**src/rtl/uart_prog_loader.sv**
```systemverilog
// uart_prog_loader
// ----------------
// Serial program loader for the 256x16 instruction memory. An 8N1 UART byte
// stream is received on rx, assembled into 16-bit words and written into the
// memory write port at consecutive addresses starting from 0. While a load is
// in progress (or after an error) cpu_hold keeps the CPU sequencer stopped.
//
// Byte stream after start: LEN (image is LEN+1 words), then HI/LO byte pairs,
// one pair per word. With UART_LOADER_CHECKSUM_EN defined, a trailing byte
// equal to the XOR of all HI/LO bytes follows the last word.
//
// Optional feature macro: UART_LOADER_CHECKSUM_EN (undefined by default).
//
// Ports:
//   clk        clock, all logic on rising edge
//   reset      synchronous, active-high reset
//   rx         UART line, idle high, asynchronous to clk
//   start      one-cycle request to begin a load
//   mem_we     one-cycle write strobe to instruction memory
//   mem_addr   write address (word index)
//   mem_wdata  write data {HI, LO}
//   cpu_hold   high while loading, finishing or errored
//   busy       high from accepted start until done/error
//   done       one-cycle pulse after the last word is written
//   frame_err  sticky: a stop bit was sampled low during a load
//   chk_err    sticky: checksum mismatch (tied 0 without the checksum feature)
//
// Internal strobe: byte_valid is a one-cycle pulse carrying rx_byte; there is
// no back-pressure, the loader must consume the byte in that cycle.
module uart_prog_loader #(
  parameter int CLKS_PER_BIT = 16
) (
  input  logic        clk,
  input  logic        reset,
  input  logic        rx,
  input  logic        start,
  output logic        mem_we,
  output logic [7:0]  mem_addr,
  output logic [15:0] mem_wdata,
  output logic        cpu_hold,
  output logic        busy,
  output logic        done,
  output logic        frame_err,
  output logic        chk_err
);

  localparam int HALF = CLKS_PER_BIT / 2;
  localparam int CW   = $clog2(CLKS_PER_BIT);

  // ---------------------------------------------------------------------
  // Receiver
  // ---------------------------------------------------------------------
  typedef enum logic [1:0] {
    RX_IDLE,
    RX_START,
    RX_DATA,
    RX_STOP
  } rx_state_t;

  rx_state_t     rx_state;
  logic          rx_meta;
  logic          rx_sync;
  logic          rx_prev;
  logic [CW-1:0] rx_cnt;
  logic [2:0]    rx_bit;
  logic [7:0]    rx_shift;
  logic [7:0]    rx_byte;
  logic          byte_valid;
  logic          frame_pulse;

  always_ff @(posedge clk) begin
    if (reset) begin
      rx_meta     <= 1'b1;
      rx_sync     <= 1'b1;
      rx_prev     <= 1'b1;
      rx_state    <= RX_IDLE;
      rx_cnt      <= '0;
      rx_bit      <= '0;
      rx_shift    <= '0;
      rx_byte     <= '0;
      byte_valid  <= 1'b0;
      frame_pulse <= 1'b0;
    end else begin
      rx_meta     <= rx;
      rx_sync     <= rx_meta;
      rx_prev     <= rx_sync;
      byte_valid  <= 1'b0;
      frame_pulse <= 1'b0;
      case (rx_state)
        RX_IDLE: begin
          // Falling edge of the synchronized line marks a candidate start bit.
          if (rx_prev && !rx_sync) begin
            rx_state <= RX_START;
            rx_cnt   <= '0;
          end
        end
        RX_START: begin
          if (rx_cnt == CW'(HALF - 1)) begin
            rx_cnt <= '0;
            // A line already back high at mid-bit was a glitch, not a frame.
            if (rx_sync) begin
              rx_state <= RX_IDLE;
            end else begin
              rx_state <= RX_DATA;
              rx_bit   <= '0;
            end
          end else begin
            rx_cnt <= rx_cnt + 1'b1;
          end
        end
        RX_DATA: begin
          if (rx_cnt == CW'(CLKS_PER_BIT - 1)) begin
            rx_cnt   <= '0;
            rx_shift <= {rx_sync, rx_shift[7:1]};  // LSB arrives first
            if (rx_bit == 3'd7) begin
              rx_state <= RX_STOP;
            end else begin
              rx_bit <= rx_bit + 3'd1;
            end
          end else begin
            rx_cnt <= rx_cnt + 1'b1;
          end
        end
        RX_STOP: begin
          if (rx_cnt == CW'(CLKS_PER_BIT - 1)) begin
            rx_cnt   <= '0;
            rx_state <= RX_IDLE;
            if (rx_sync) begin
              byte_valid <= 1'b1;
              rx_byte    <= rx_shift;
            end else begin
              frame_pulse <= 1'b1;
            end
          end else begin
            rx_cnt <= rx_cnt + 1'b1;
          end
        end
        default: rx_state <= RX_IDLE;
      endcase
    end
  end

  // ---------------------------------------------------------------------
  // Loader
  // ---------------------------------------------------------------------
  typedef enum logic [2:0] {
    L_IDLE,
    L_LEN,
    L_HI,
    L_LO,
    L_CHK,
    L_DONE,
    L_ERR
  } ld_state_t;

  ld_state_t  ld_state;
  logic [7:0] len;
  logic [7:0] idx;
  logic [7:0] hi_byte;

`ifdef UART_LOADER_CHECKSUM_EN
  logic [7:0] csum;
`else
  assign chk_err = 1'b0;
`endif

  // busy mirrors "state is LEN/HI/LO/CHK"; it is set on every entry into LEN
  // and cleared on every exit from that group, so it doubles as the guard
  // for frame errors (which only matter while a load is in flight).
  always_ff @(posedge clk) begin
    if (reset) begin
      ld_state  <= L_IDLE;
      len       <= '0;
      idx       <= '0;
      hi_byte   <= '0;
      mem_we    <= 1'b0;
      mem_addr  <= '0;
      mem_wdata <= '0;
      cpu_hold  <= 1'b0;
      busy      <= 1'b0;
      done      <= 1'b0;
      frame_err <= 1'b0;
`ifdef UART_LOADER_CHECKSUM_EN
      csum      <= '0;
      chk_err   <= 1'b0;
`endif
    end else begin
      mem_we <= 1'b0;
      done   <= 1'b0;
      if (busy && frame_pulse) begin
        ld_state  <= L_ERR;
        frame_err <= 1'b1;
        busy      <= 1'b0;
      end else begin
        case (ld_state)
          L_IDLE: begin
            // cpu_hold is released here so it falls together with done.
            cpu_hold <= 1'b0;
            if (start) begin
              ld_state <= L_LEN;
              busy     <= 1'b1;
              cpu_hold <= 1'b1;
            end
          end
          L_LEN: begin
            if (byte_valid) begin
              len      <= rx_byte;
              idx      <= '0;
              ld_state <= L_HI;
`ifdef UART_LOADER_CHECKSUM_EN
              csum     <= '0;
`endif
            end
          end
          L_HI: begin
            if (byte_valid) begin
              hi_byte  <= rx_byte;
              ld_state <= L_LO;
`ifdef UART_LOADER_CHECKSUM_EN
              csum     <= csum ^ rx_byte;
`endif
            end
          end
          L_LO: begin
            if (byte_valid) begin
              mem_we    <= 1'b1;
              mem_addr  <= idx;
              mem_wdata <= {hi_byte, rx_byte};
`ifdef UART_LOADER_CHECKSUM_EN
              csum      <= csum ^ rx_byte;
`endif
              // Compare before incrementing so LEN=255 stops at address 255.
              if (idx == len) begin
`ifdef UART_LOADER_CHECKSUM_EN
                ld_state <= L_CHK;
`else
                ld_state <= L_DONE;
                busy     <= 1'b0;
`endif
              end else begin
                idx      <= idx + 8'd1;
                ld_state <= L_HI;
              end
            end
          end
`ifdef UART_LOADER_CHECKSUM_EN
          L_CHK: begin
            if (byte_valid) begin
              busy <= 1'b0;
              if (rx_byte == csum) begin
                ld_state <= L_DONE;
              end else begin
                chk_err  <= 1'b1;
                ld_state <= L_ERR;
              end
            end
          end
`endif
          L_DONE: begin
            done     <= 1'b1;
            ld_state <= L_IDLE;
          end
          L_ERR: begin
            if (start) begin
              frame_err <= 1'b0;
`ifdef UART_LOADER_CHECKSUM_EN
              chk_err   <= 1'b0;
`endif
              ld_state  <= L_LEN;
              busy      <= 1'b1;
            end
          end
          default: ld_state <= L_IDLE;
        endcase
      end
    end
  end

endmodule

```
**config.mk**
```make
export PLATFORM = sky130hd
export DESIGN_NAME = uart_prog_loader
export DESIGN_NICKNAME = d
export VERILOG_FILES = /design/src/rtl/uart_prog_loader.sv
export SDC_FILE = /design/constraint.sdc
export NUM_CORES = 1
export LEC_CHECK = 0
export ABC_AREA = 1
export CORE_MARGIN = 2
export CORE_UTILIZATION = 50
export CTS_CLUSTER_SIZE = 30
export DETAILED_ROUTE_END_ITERATION = 6
export PLACE_DENSITY = 0.76
export SYNTH_ARGS = -nofsm -noshare
export SYNTH_HDL_FRONTEND = slang
export SYNTH_SLANG_ARGS = --single-unit
```
**constraint.sdc**
```tcl
create_clock -name clk -period 3.3 [get_ports clk]
set_input_delay 0.495 -clock clk [delete_from_list [all_inputs] [get_ports clk]]
set_output_delay 0.495 -clock clk [all_outputs]
set_load 0.01 [all_outputs]
```
==> Word-level counts from Yosys, hierarchy flattened <==
Index checks and enable logic that the tools add are counted.
{ "totals": {"regBits": 86, "input_bits": 4, "out_inout_bits": 30, "word_cells": 125} }
{ "classes": {"n_addsub": 3, "eq_ne": 29, "mux": 39, "n_bitwise": 4, "n_reduce_logical": 28} }
{ "op_table": {"columns": ["operator", "n"], "rows": [
  ["3-bit 2-to-1 mux", 10],
  ["8-bit 2-to-1 mux", 3],
  ["2-bit inequality test, second input constant", 12],
  ["8-bit case mux with 2 select lines", 1],
  ["5-bit AND reduction", 3],
  ["2-bit 2-to-1 mux", 6],
  ["4-bit 2-to-1 mux", 3],
  ["3-bit case mux with 4 select lines", 1],
  ["4-bit case mux with 3 select lines", 1],
  ["3-bit AND reduction", 4],
  ["4-bit AND reduction", 3],
  ["1-bit 2-to-1 mux", 11],
  ["2-bit nonzero test", 5],
  ["3-bit equality test, second input constant", 3],
  ["3-bit inequality test, second input constant", 3],
  ["8-bit by 1-bit adder with 8-bit output, second input constant", 1],
  ["8-bit equality test", 1],
  ["2-bit case mux with 4 select lines", 1],
  ["3-bit by 2-bit equality test with 1-bit output, second input constant", 2],
  ["3-bit case mux with 2 select lines", 1],
  ["2-bit AND reduction", 3],
  ["2-bit OR reduction", 3],
  ["3-bit OR reduction", 2],
  ["4-bit by 1-bit adder with 4-bit output, second input constant", 1],
  ["14 further kinds", 19]
]} }

==> Depth between registers and ports, before layout <==
Gate-level depths: netlist (run 1).
{ "logic_depth": {"word_depth": 5, "ltp_mapped": 11, "mapped_depth_nobuf": 11} }

==> Worst setup path before layout (run 1) <==
No wires, ideal clock.
{ "synth_timing": {"path_type": "register to register", "start": "register rx_cnt[0]", "end": "register rx_byte[0]", "setup_ns": 0.116, "t_arrival_ns": 1.355, "required_time_ns": 3.184, "slack_ns": 1.829, "path_stages_with_launch": 9, "n_path_buf": 0, "synth_period_minus_slack_ns": 1.471, "path_cell_list": "dfxtp_1 ha_1 nand2_1 nor2_1 nand3_1 nor2_4 clkinv_1 nor2_1 nor2_1"} }
{ "synth_between": {"elab_chain_len": 2} }
{ "synth_lines": {"columns": ["item", "line", "rtl"], "rows": [
  ["start, declared", "64", "logic [CW-1:0] rx_cnt;"],
  ["start signal, assigned", "108", "rx_cnt <= rx_cnt + 1'b1;"],
  ["start signal, assigned", "121", "rx_cnt <= rx_cnt + 1'b1;"],
  ["start signal, assigned", "135", "rx_cnt <= rx_cnt + 1'b1;"],
  ["4-bit equality test", "125", "if (rx_cnt == CW'(CLKS_PER_BIT - 1)) begin"],
  ["3-bit AND reduction (no source line)", null, null],
  ["end signal, assigned", "130", "rx_byte <= rx_shift;"],
  ["end, declared", "67", "logic [7:0] rx_byte;"]
]} }
No other way between the ends.
A chain may end at the register's enable or synchronous reset.

==> Worst setup path after layout (run 1) <==
{ "layout_timing": {"start": "register rx_cnt[0]", "end": "register rx_byte[1]"} }
Same word-level chain as after synthesis.

==> results.tsv, run 1 <==
metric	value	unit
cp_data_required_time	3.54	ns
mostFrequentLayoutCell	nor2_1	
antenna_found_initial	0	
clk_pin_slew	0.09	ns
clock_path_buffers	2	
clkSinkCount	86	
p_leak	1.883	nW
synth_ff_type	dfxtp_1	
final_antenna_net_count	0	
power_density	496.5	mW/mm^2
gp_congestion	0.8553	
status	complete, no violations	
dp_hpwl	5720	um
post_cts_resized	0	
drtPass1Iterations	4	
syn-cell-area	0.003684	mm^2
dieHeight	89.83	um
synth-edff-count	0	
syn_nets	524	
insertion_delay	0.35	ns
layout-drive-gt1-share	0.08318	
cp-end-kind	register	
min_period_over_period	0.5688	
fin_setup_tns	0	ns
maxSlewHeadroom	0.4339	
grt_max_degree	33	
worstPathMaxFanout	9	
worst_pin_slew	0.8483	ns
avgRoutedWirePerCell	12.40	um
slew_viol_final	0	
max_freq	532.8	MHz
cts_buffers	9	
route.detailed.drc	0	
cts_hold_buf	0	
grt-busiest-layer	met2	
final_cell_mix	nor2_1, nand2_1, dfxtp_1	
rows	31	
pin_count	34	
clock_skew	0.008201	ns
io_buffers	32	
grt_pass1_vias	3056	
maxCapViolCount	0	
critPathLaunchType	register	
ir_drop	0.2565	mV
ys_types	33	
grt_use_met2	0.3415	
yosysSeqAreaShare	0.4674	
syn_area_per_cell	7.139	um^2
use_met1	0.2664	
stdcell_count	652	
die_w	89.83	um
postCtsSetupRepairBufs	0	
syn_to_final_growth	16.44	%
wl	8082	um
path_class	reg2reg	
finalHoldViolations	0	
syn_inst	516	
grt_pass1_wl	13720	um
min_period	1.877	ns
grtUsageMet3	0.04275	
vias	3334	
arrival	2.12	ns
core_area	0.007176	mm^2
rsz0062_at_grt	no	
overflow	0	
viasPerCell	5.113	
grtUsageTotal	0.2050	
antenna_cells	0	
ys_seq_elements	86	
dieArea	0.008069	mm^2
nets	556	
cts_root_buffer	clkbuf_8	
dp.cells	636	
hp-class	reg2reg	
cts.htree.levels	3	
setup_viol	0	
ys_async_sr_fraction	0	
cts_tree	built	
synth-warning-count	0	
drtIter0Drc	155	
start_util	0.5133	
[stage by stage]
step           instance area, um^2  setup WS, ns  utilization  power, W  hold slack, ns
2_1_floorplan                 3684         1.829            -  0.001315          0.3895
3_3_place_gp                  4084         1.143       0.5691  0.001379          0.3943
3_5_place_dp                  4084         1.103       0.5691  0.001389          0.4003
4_1_cts                       4289         1.430       0.5977  0.002136          0.4246
5_1_grt                       4289         1.222       0.5977  0.002223          0.4311
6_report                      4289         1.423       0.5977  0.002130          0.4214
[kinds of logic (layout without fill, tap and decap cells)]
| kind of cell | Yosys count | count (layout) | synth area share |
|---|---|---|---|
| AOI/OAI and AO/OA | 110 | 110 | 0.1512 |
| buffers and inverters | 65 | 102 | 0.07099 |
| xor gates and xnor gates | 2 | 2 | 0.004756 |
| DFF | 86 | 86 | 0.4674 |
| and+or+nand+nor | 248 | 248 | 0.2911 |
| other | 1 | 1 | 0.001018 |
| adders and majority gates | 4 | 4 | 0.01359 |
[cells in the mapped netlist (2+ instances only)]
master	n	area, um^2
nor2_1	105	394.1
nand2_1	96	360.4
dfxtp_1	86	1722
o21ai_0	65	325.3
inv_1	43	161.4
a21oi_1	42	210.2
nand3_1	21	105.1
clkbuf_1	8	30.03
inv_2	6	22.52
buf_2	5	25.02
nor2_2	5	31.28
ha_1	4	50.05
nand2_2	3	18.77
nor2_4	3	33.78
nor3_2	3	30.03
nand4_1	2	12.51
nor3b_1	2	15.01
or2_2	2	12.51
[flip-flops by register name, summed over array words and instances, names as in the netlist, 3 cells and up, named ones only]
register,flops
hi_byte,8
idx,8
ld_state,3
len,8
mem_addr,8
mem_wdata,16
rx_bit,3
rx_byte,8
rx_cnt,4
rx_shift,8
[where the power goes]
part           leakage [nW]  internal (W)  switching (W)  total (W)
Sequential            0.695       0.00107      0.0000355    0.00110
Clock                0.0940      0.000359       0.000398   0.000756
Combinational          1.09     0.0000984       0.000171   0.000270
Total                  1.88       0.00153       0.000604    0.00213
[cell type report]
type / instances / area, um^2
Clock buffer: 9 / 123.9
Clock inverter: 7 / 81.33
Fill cell: 652 / 2887
Inverter: 50 / 187.7
Multi-Input combinational cell: 365 / 1700
Sequential cell: 86 / 1722
Tap cell: 99 / 123.9
Timing Repair Buffer: 36 / 350.3
[worst max-delay path: stages (launching register included)]
cell and delay, ns:
dfxtp_1 0.39, ha_1 0.18, nand2_1 0.10, nor2_1 0.17, nand3_1 0.17, nor2_4 0.23
clkinv_1 0.28, nor2_1 0.18, nor2_1 0.06
[metal layers]
layer / share of wire / wire length, um
met1: 0.46 / 3711
met2: 0.48 / 3891
met3: 0.048 / 385
met4: 0.012 / 93
met5: 0 / 0
[path summary, 6_finish.rpt]
kind	from	endpoint	cells after the start	slack [ns]
worst max-delay path	rx_cnt[0]$_SDFFE_PP0P_	rx_byte[1]$_SDFFE_PP0P_	8	1.42
worst min-delay path	rx_meta$_SDFF_PP1_	rx_sync$_SDFF_PP1_	1	0.42
worst max register to register	rx_cnt[0]$_SDFFE_PP0P_	rx_byte[1]$_SDFFE_PP0P_	8	1.42
worst min register to register	rx_meta$_SDFF_PP1_	rx_sync$_SDFF_PP1_	1	0.42
No activity file was read; power rests on OpenSTA's default activity.
==> run 2, diff against run 1 <==
Settings changed: PLACE_DENSITY 0.76 to 0.79.
Clock period 3.3 ns to 1.6 ns, I/O delays scaled along.
==> run 2 against run 1 <==
Net effect: register-to-register slack got worse by 1.3 ns; power rose by 110%; core utilization rose by 1.5 points; sequential power rose by 110%; largest cell class unchanged; highest routed layer unchanged.
==> results.tsv, run 2 (same netlist as run 1, synthesis figures left out) <==
metric	value	unit
layout-drive-gt1-share	0.1181	
die_w	89.83	um
rsz0062_at_grt	yes	
critPathSlowestCell	clkdlybuf4s50_1	
io_buffers	32	
dp_hpwl	5689	um
power_density	1003	mW/mm^2
path_class	reg2out	
p_leak	1.935	nW
fillCellCount	627	
dieArea	0.008069	mm^2
clkSinkCount	86	
placed_area	0.004154	mm^2
drtIter0Drc	226	
syn_to_final_growth	19.36	%
final_cell_mix	nor2_1, nand2_1, dfxtp_1	
avgRoutedWirePerCell	12.46	um
clock_skew	0.006808	ns
largest-register	mem_wdata	
critPathBufInv	1	
max_freq	667.2	MHz
critPathLaunchType	register	
maxCapViolCount	0	
dieHeight	89.83	um
antenna_cells	0	
vias	3382	
viasPerCell	5.140	
drtPass1Iterations	5	
slew_viol_final	0	
pin_count	34	
wl	8197	um
cts_tree	built	
grt_max_degree	63	
crit_family	buffers and inverters	
crit_path_start	busy$_SDFFE_PP0P_	
clk_pin_slew	0.09	ns
fin_worst_hold_slack	0.4161	ns
finalHoldViolations	0	
r2r_end	rx_bit[2]$_SDFFE_PP0P_	
setup_viol	0	
final_area	0.004397	mm^2
cts_hold_buf	0	
r2r-start	rx_bit[0]$_SDFFE_PP0P_	
final_antenna_net_count	0	
r2r_setup_slack	0.11	ns
mostFrequentLayoutCell	nor2_1	
grtUsageTotal	0.2120	
hp-class	reg2reg	
hp-start	rx_meta$_SDFF_PP1_	
largest_reg_flops	16	
cts_buffers	9	
nets	562	
ir_drop	0.6181	mV
arrival	1.26	ns
clock_path_buffers	2	
cts_root_buffer	clkbuf_8	
min_period_over_period	0.9368	
crit_cells	1	
path_cells	clkdlybuf4s50_1	
status	complete, no violations	
insertion_delay	0.36	ns
cp_data_required_time	1.36	ns
start_util	0.5133	
rr_worst_depth	7	
grt_pass1_vias	3269	
cp-endpoint	busy	
route.detailed.drc	0	
min_period	1.499	ns
cpPeakStageDelay	0.54	ns
gp_congestion	0.8576	
overflow	0	
rows	31	
worstPathMaxFanout	4	
cts.htree.levels	3	
core_area	0.007176	mm^2
cp-end-kind	primary output	
antenna_found_initial	0	
grt_pass1_wl	14290	um
run 2: cell count changes in the layout (fill, tap and decap cells not counted), moves of 2 or more:
cell / delta
buf_12: +2
dfxtp_1: -7
nor2_1: -2
dfxtp_2: +7
buf_4: +4
nor2_4: +2
run 2: area by class of cell:
cell class                      instances  area (um^2)  area share
Timing Repair Buffer                   42        420.4     0.09562
Multi-Input combinational cell        365         1727      0.3927
Tap cell                               99        123.9     0.02817
Clock buffer                           10        137.6     0.03130
Inverter                               50        190.2     0.04326
Sequential cell                        86         1730      0.3936
Clock inverter                          6        67.56     0.01537
run 2: how the worst min path moves through the flow:
stage / to / slack [ns] / depth (start not counted)
2_1_floorplan: rx_meta$_SDFF_PP1_ / 0.34 / 1
3_3_place_gp: rx_sync$_SDFF_PP1_ / 0.39 / 1
3_5_place_dp: rx_sync$_SDFF_PP1_ / 0.40 / 1
4_1_cts: rx_sync$_SDFF_PP1_ / 0.42 / 1
5_1_grt: rx_sync$_SDFF_PP1_ / 0.43 / 1
6_report: rx_sync$_SDFF_PP1_ / 0.42 / 1
run 2: what timing repair did:
| action | 4_1_cts | 5_1_grt |
|---|---|---|
| buffers inserted | 0 | 0 |
| pin swaps | 0 | 0 |
| hold endpoints to repair | 0 | 0 |
| resized for setup | 1 | 17 |
| setup endpoints to repair | 8 | 31 |
run 2: layer usage:
metal | GRT usage | part of all wire
met1 | 0.2477 | 0.44
met2 | 0.3674 | 0.49
met3 | 0.03940 | 0.047
met4 | 0.1167 | 0.025
met5 | 0 | 0
run 2: power by group:
group | internal [W] | total, W | switching [W]
Combinational | 0.000208 | 0.000564 | 0.000356
Sequential | 0.00221 | 0.00228 | 0.0000671
Clock | 0.000772 | 0.00157 | 0.000800
run 2: metrics by stage:
step / utilization / power, W / std cells / TNS (ns) / setup slack [ns]
2_1_floorplan: - / 0.002712 / 516 / 0 / 0.1288
3_3_place_gp: 0.5789 / 0.002842 / 642 / 0 / 0.05374
3_5_place_dp: 0.5789 / 0.002866 / 642 / -0.3579 / -0.07214
4_1_cts: 0.6077 / 0.004420 / 658 / 0 / 0.008245
5_1_grt: 0.6127 / 0.004614 / 658 / -0.004341 / -0.004341
6_report: 0.6127 / 0.004411 / 658 / 0 / 0.1011
run 2: worst register-to-register path: stages (launching register included):
cell	delay [ns]
dfxtp_1	0.33
ha_1	0.19
ha_1	0.17
or2_1	0.25
nand2_1	0.08
nand3_2	0.12
a21oi_1	0.20
nor3_2	0.05
